## src/rtl/div16by8_seq.sv

```systemverilog
// Sequential restoring radix-2 divider: 16-bit dividend / 8-bit divisor -> 8-bit quotient and remainder.
// Optional round-to-nearest quotient when DIV16BY8_ROUND_EN is defined.
module div16by8_seq (
    input  logic        CLK,
    input  logic        RST_N,
    input  logic        IN_VALID,
    output logic        IN_READY,
    input  logic [15:0] O,
    input  logic [7:0]  B,
    output logic        OUT_VALID,
    input  logic        OUT_READY,
    output logic [7:0]  A,
    output logic [7:0]  R,
    output logic        OVF
);

    typedef enum logic [1:0] {IDLE, RUN, DONE} state_t;

    state_t      state, state_nx;
    logic [7:0]  rem, rem_nx;
    logic [7:0]  lo, lo_nx;
    logic [7:0]  q, q_nx;
    logic [7:0]  b_reg, b_nx;
    logic [2:0]  cnt, cnt_nx;
    logic [7:0]  a_nx, r_nx;
    logic        ovf_nx;

    logic [8:0]  shifted;
    logic        q_bit;
    logic [7:0]  rem_step;
    logic [7:0]  q_step;

    assign IN_READY  = (state == IDLE);
    assign OUT_VALID = (state == DONE);

    // Partial remainder stays below the divisor, so 8 bits hold it between steps.
    always_comb begin
        shifted  = {rem, lo[7]};
        q_bit    = (shifted >= {1'b0, b_reg});
        rem_step = q_bit ? (shifted[7:0] - b_reg) : shifted[7:0];
        q_step   = {q[6:0], q_bit};
    end

`ifdef DIV16BY8_ROUND_EN
    logic [8:0] rem_x2;
    logic       round_up;
    always_comb begin
        rem_x2   = {rem_step, 1'b0};
        round_up = (rem_x2 >= {1'b0, b_reg});
    end
`endif

    always_comb begin
        state_nx = state;
        rem_nx   = rem;
        lo_nx    = lo;
        q_nx     = q;
        b_nx     = b_reg;
        cnt_nx   = cnt;
        a_nx     = A;
        r_nx     = R;
        ovf_nx   = OVF;
        unique case (state)
            IDLE: begin
                if (IN_VALID) begin
                    b_nx = B;
                    if (O[15:8] >= B) begin
                        a_nx     = 8'hFF;
                        r_nx     = '0;
                        ovf_nx   = 1'b1;
                        state_nx = DONE;
                    end else begin
                        rem_nx   = O[15:8];
                        lo_nx    = O[7:0];
                        q_nx     = '0;
                        cnt_nx   = '0;
                        state_nx = RUN;
                    end
                end
            end
            RUN: begin
                rem_nx = rem_step;
                lo_nx  = {lo[6:0], 1'b0};
                q_nx   = q_step;
                cnt_nx = cnt + 3'd1;
                if (cnt == 3'd7) begin
                    r_nx   = rem_step;
                    a_nx   = q_step;
                    ovf_nx = 1'b0;
`ifdef DIV16BY8_ROUND_EN
                    if (round_up) begin
                        if (q_step == 8'hFF) begin
                            ovf_nx = 1'b1;
                        end else begin
                            a_nx = q_step + 8'd1;
                        end
                    end
`endif
                    state_nx = DONE;
                end
            end
            DONE: begin
                if (OUT_READY) begin
                    state_nx = IDLE;
                end
            end
            default: state_nx = IDLE;
        endcase
    end

    always_ff @(posedge CLK or negedge RST_N) begin
        if (!RST_N) begin
            state <= IDLE;
            rem   <= '0;
            lo    <= '0;
            q     <= '0;
            b_reg <= '0;
            cnt   <= '0;
            A     <= '0;
            R     <= '0;
            OVF   <= 1'b0;
        end else begin
            state <= state_nx;
            rem   <= rem_nx;
            lo    <= lo_nx;
            q     <= q_nx;
            b_reg <= b_nx;
            cnt   <= cnt_nx;
            A     <= a_nx;
            R     <= r_nx;
            OVF   <= ovf_nx;
        end
    end

endmodule

```

## config.mk

```make
export PLATFORM = sky130hd
export DESIGN_NAME = div16by8_seq
export DESIGN_NICKNAME = d
export VERILOG_FILES = /design/src/rtl/div16by8_seq.sv
export SDC_FILE = /design/constraint.sdc
export NUM_CORES = 1
export LEC_CHECK = 0
export ABC_AREA = 1
export CAP_MARGIN = 20
export CORE_UTILIZATION = 49
export CTS_CLUSTER_SIZE = 8
export DETAILED_ROUTE_END_ITERATION = 7
export PLACE_DENSITY = 0.77
export SYNTH_ARGS = -nofsm -noshare
export SYNTH_HDL_FRONTEND = slang
export SYNTH_SLANG_ARGS = --single-unit
```

## constraint.sdc

```tcl
create_clock -name CLK -period 1.7 [get_ports CLK]
set_input_delay 0.425 -clock CLK [delete_from_list [all_inputs] [get_ports CLK]]
set_output_delay 0.425 -clock CLK [all_outputs]
set_load 0.05 [all_outputs]
```

# --- After elaboration in Yosys (flattened, before gate mapping) ---
# Index checks and enable logic that the tools add are counted.
# W data, S select, Z words.
word_totals:
  reg_bits: 53
  in_bits: 28
  out_inout_bits: 19
  word_cells: 57
op_classes:
  add_sub_neg: 2
  magnitude_cmp: 2
  n_eq_ne: 8
  muxes: 30
  reduce_logical: 6
ops:
  columns: ["op", "count"]
  rows:
  - ["$mux W8", 11]
  - ["$pmux W8 S2", 4]
  - ["$mux W7", 2]
  - ["$pmux W7 S2", 1]
  - ["$ge A9 B8 Y1", 1]
  - ["$ge A8 B8 Y1", 1]
  - ["$mux W2", 4]
  - ["$sub A8 B8 Y8", 1]
  - ["$mux W3", 2]
  - ["$ne A2 B2 Y1 const B", 3]
  - ["$pmux W2 S3", 1]
  - ["$pmux W3 S2", 1]
  - ["$reduce_and A3 Y1", 2]
  - ["$ne A2 B1 Y1 const B", 2]
  - ["$reduce_and A4 Y1", 1]
  - ["$add A3 B1 Y3 const B", 1]
  - ["$eq A3 B3 Y1 const B", 1]
  - ["$mux W1", 3]
  - ["$eq A2 B1 Y1 const B", 1]
  - ["$eq A2 B2 Y1 const B", 1]
  - ["$logic_not A2 Y1", 1]
  - ["$pmux W1 S2", 1]
  - ["$reduce_and A2 Y1", 1]
  - ["$reduce_bool A2 Y1", 1]

# --- Logic depth before layout (Yosys ltp) ---
depth:
  ltp_word: 4
  ltp_mapped: 13
  mapped_depth_nobuf: 13

# --- Worst setup path after synthesis ---
# Ideal clock, no wire load.
synth_path:
  kind: "flip-flop to flip-flop"
  startpoint: "register state[0]"
  endpoint: "register A[1]"
  t_arrival_ns: 1.816
  required_time_ns: 1.558
  path_slack_ns: -0.258
  path_stages_with_launch: 6
  path_buffers: 1
  synth_period_minus_slack_ns: 1.958
  cell_sequence: "dfrtp_1 > nor2_1 > nand4_1 > nand2_2 > buf_4 > a22oi_1"
synth_via:
  elab_chain_len: 3
  elab_cells_between_ends: 8
  cone_classes: "eq/ne: 4; mux: 1; reduce/logical: 3"
synth_rtl:
  columns: ["element", "line_no", "text"]
  rows:
  - ["start: declaration", "19", "state_t state, state_nx;"]
  - ["start signal: assignment", "123", "state <= state_nx;"]
  - ["$logic_not A2 Y1 *", null, null]
  - ["via IN_READY", "7", "output logic IN_READY,"]
  - ["$ne A2 B1 Y1 (no line), or another cell as far along", null, null]
  - ["$reduce_and A4 Y1 (no line)", null, null]
  - ["end signal: assignment", "129", "A <= a_nx;"]
  - ["end: declaration", "12", "output logic [7:0] A,"]
# Mark *: on every way through the listed nets, which the timed path passes. The rest lies on a longest branch.
# A chain may end at the register's enable or synchronous reset.

# --- Final worst setup path ---
layout_path:
  startpoint: "register rem[5]"
  endpoint: "register rem[1]"
layout_via:
  elab_chain_len: 3
layout_rtl:
  columns: ["element", "line_no", "text"]
  rows:
  - ["start: declaration", "20", "logic [7:0] rem, rem_nx;"]
  - ["start signal: assignment", "124", "rem <= rem_nx;"]
  - ["$ge A9 B8 Y1", "39", "q_bit = (shifted >= {1'b0, b_reg});"]
  - ["$mux W8", "40", "rem_step = q_bit ? (shifted[7:0] - b_reg) : shifted[7:0];"]
  - ["$pmux W8 S2", "63", "unique case (state)"]
# Every way passes these cells.

==> out/metrics.yaml <==
status: "finished, violations left"
violations: "negative setup slack"
worstMarginPinSlew_ns: 0.422
power_w: 0.0109
crit_arrival_ns: 2.11
synth_edf_count: 0
clkPwrFrac: 0.084
relSlewSlack: 0.718
start_util: 0.511
ys_types: 31
endpoint_kind: "register"
crit_fanout: 5
synth.area.top_cells: "dfrtp_1, nand2_1, inv_1"
dpl.cell_count: 551
fin_crit_ns: 1.90
dieArea_sq_um: 6530
diodes: 0
pwr-share-seq: 0.199
syn_avg_cell_area_sq_um: 7.66
core_sq_um: 5960
track_usage: 0.348
drt-initial-drc-count: 419
portBuffers: 46
die_width_microns: 80.8
period_share: 1.12
ioPinCount: 47
place_area_sq_um: 3870
utilization: 0.804
finalSetupViolCount: 32
cap_violations: 0
worstHoldPathType: "in2async"
stdcell_count: 591
layout_common_cells: "nand2_1, buf_4, dfrtp_1"
dr_total_vias: 3645
wl_microns: 12300
hpwl_microns: 5620
ctsHoldBuffers: 0
hold_ws_ns: 0.0732
grt_max_degree: 54
htree_levels: 2
fillers: 326
drc_errors: 0
synth_top_area_frac: 0.436
worstSkewPairLatency_ns: 0.33
syn_area_sq_um: 3040
critical_path_class: "reg2reg"
clock_skew_ns: 0.0114
ys_seq_area_frac: 0.436
area_growth_pct: 57.4
clock_path_buffers: 2
async_flop_share: 1.00
vias_per_cell: 6.17
r2r_cells: 10
start_kind: "register"
rsz0062_at_grt: "yes"
routedWlPerCell_microns: 20.8
gr-total-overflow: 0
final_common_cell: "nand2_1"
grt_pass1_wl_microns: 17000
clk_pin_slew_worst_paths_ns: 0.11
required_ns: 1.90
yosysTopAreaCell: "dfrtp_1"
cts_root_buf: "clkbuf_8"
fmax_ghz: 0.526
cts.sinks: 53
finalMaxSlewViolations: 0
p_sw_w: 0.00540
synth_flop_cell: "dfrtp_1"
setup_ws_ns: -0.203
syn_inst: 397
p_per_area_nw_per_um2: 2270
yosys_register_bits: 53
num-nets-final: 562
drt-pass1-iter-count: 8
drive_gt1_frac: 0.465
synth_fp_nets: 444
die_h_microns: 80.8
design_area_sq_um: 4790
antenna_found_initial: 0
drt.antenna.violating_nets: 0
switching_share: 0.496
gp_congestion: 0.911
power_frac_comb: 0.718
cts_made_buffers: 5
peakVddDrop_v: 0.00130
p_int_w: 0.00549
placementRows: 28
hold_violations: 0
p_leak_nw: 2.41
grt_pass1_vias: 3539
yosys_warnings: 0
cts_tree: "yes"
per-layer routing:
| layer | up-vias | global-route usage | share of wire |
|---|---|---|---|
| li1 | 1503 | - | - |
| met3 | 109 | 0.0831 | 0.11 |
| met1 | 1689 | 0.403 | 0.34 |
| met4 | 0 | 0.193 | 0.074 |
| met2 | 344 | 0.589 | 0.47 |
| met5 | - | 0 | 0 |
synth_stat cells (2+ instances only):
cell type,instances
a21oi_1,5
a22oi_1,7
buf_2,4
buf_6,2
clkbuf_1,5
dfrtp_1,53
ha_1,18
inv_1,65
nand2_1,119
nand2_2,3
nand3_1,19
nand3_2,2
nand4_1,11
nand4_2,3
nor2_1,35
nor2_2,2
o21ai_0,23
o22ai_1,6
xor2_1,3
power groups by stage:
| stage | sequential [W] | combinational, W | clock [W] |
|---|---|---|---|
| 3_3_place_gp | 0.00205 | 0.00475 | 0 |
| 3_5_place_dp | 0.00207 | 0.00491 | 0 |
| 2_1_floorplan | 0.00240 | 0.00276 | 0 |
| 4_1_cts | 0.00210 | 0.00623 | 0.000879 |
| 6_report | 0.00216 | 0.00782 | 0.000909 |
| 5_1_grt | 0.00219 | 0.00823 | 0.000936 |
through the flow:
step | TNS (ns) | setup WS (ns)
2_1_floorplan | 0 | 0.00545
3_3_place_gp | -25.32 | -0.674
3_5_place_dp | -27.21 | -0.707
4_1_cts | -0.0526 | -0.0495
5_1_grt | -4.66 | -0.268
6_report | -2.50 | -0.203
critical path, cell delays in order (launching register included):
cell and delay (ns):
dfrtp_1 0.44, ha_4 0.29, nand2_4 0.08, nand2_4 0.05, a21oi_4 0.19, buf_6 0.14
nand4_4 0.16, nand3_1 0.15, nand2_2 0.10, nor2_4 0.12, nor2_2 0.07
path summary, 6_finish.rpt:
path,startpoint,to,slack [ns]
max,rem[5],rem[1],-0.20
min,RST_N,b_reg[3],0.07
max reg2reg,rem[5],rem[1],-0.20
min reg2reg,R[5],R[5],0.49
max in group asynchronous,RST_N,rem[0],1.33
min in group CLK,B[1],b_reg[1],0.42
cell type report:
| type | instances | area, sq um | area share |
|---|---|---|---|
| inverters | 66 | 250 | 0.0522 |
| clock inverters | 2 | 38.8 | 0.00810 |
| clock buffers | 6 | 72.6 | 0.0151 |
| repair buffers | 122 | 1070 | 0.223 |
| multi-input cells | 267 | 1940 | 0.405 |
| well taps | 75 | 93.8 | 0.0196 |
| flip-flops and latches | 53 | 1330 | 0.277 |
timing repair:
action,4_1_cts,5_1_grt
setup endpoints to repair,46,47
pin swaps,45,33
endpoints found under the hold margin,0,0
gates cloned,3,1
resized for setup,140,62
buffers inserted,18,12
logic make-up (layout without fill, tap and decap cells):
family	count (synthesis)	after routing	share of synthesized area
muxes	1	1	0.00370
buffers and inverters	78	196	0.104
xor gates and xnor gates	3	3	0.00864
and+or+nand+nor	197	198	0.280
adders and majority gates	19	19	0.0806
AOI/OAI and AO/OA	46	46	0.0876
DFF	53	53	0.436
No activity file was read; power rests on OpenSTA's default activity.
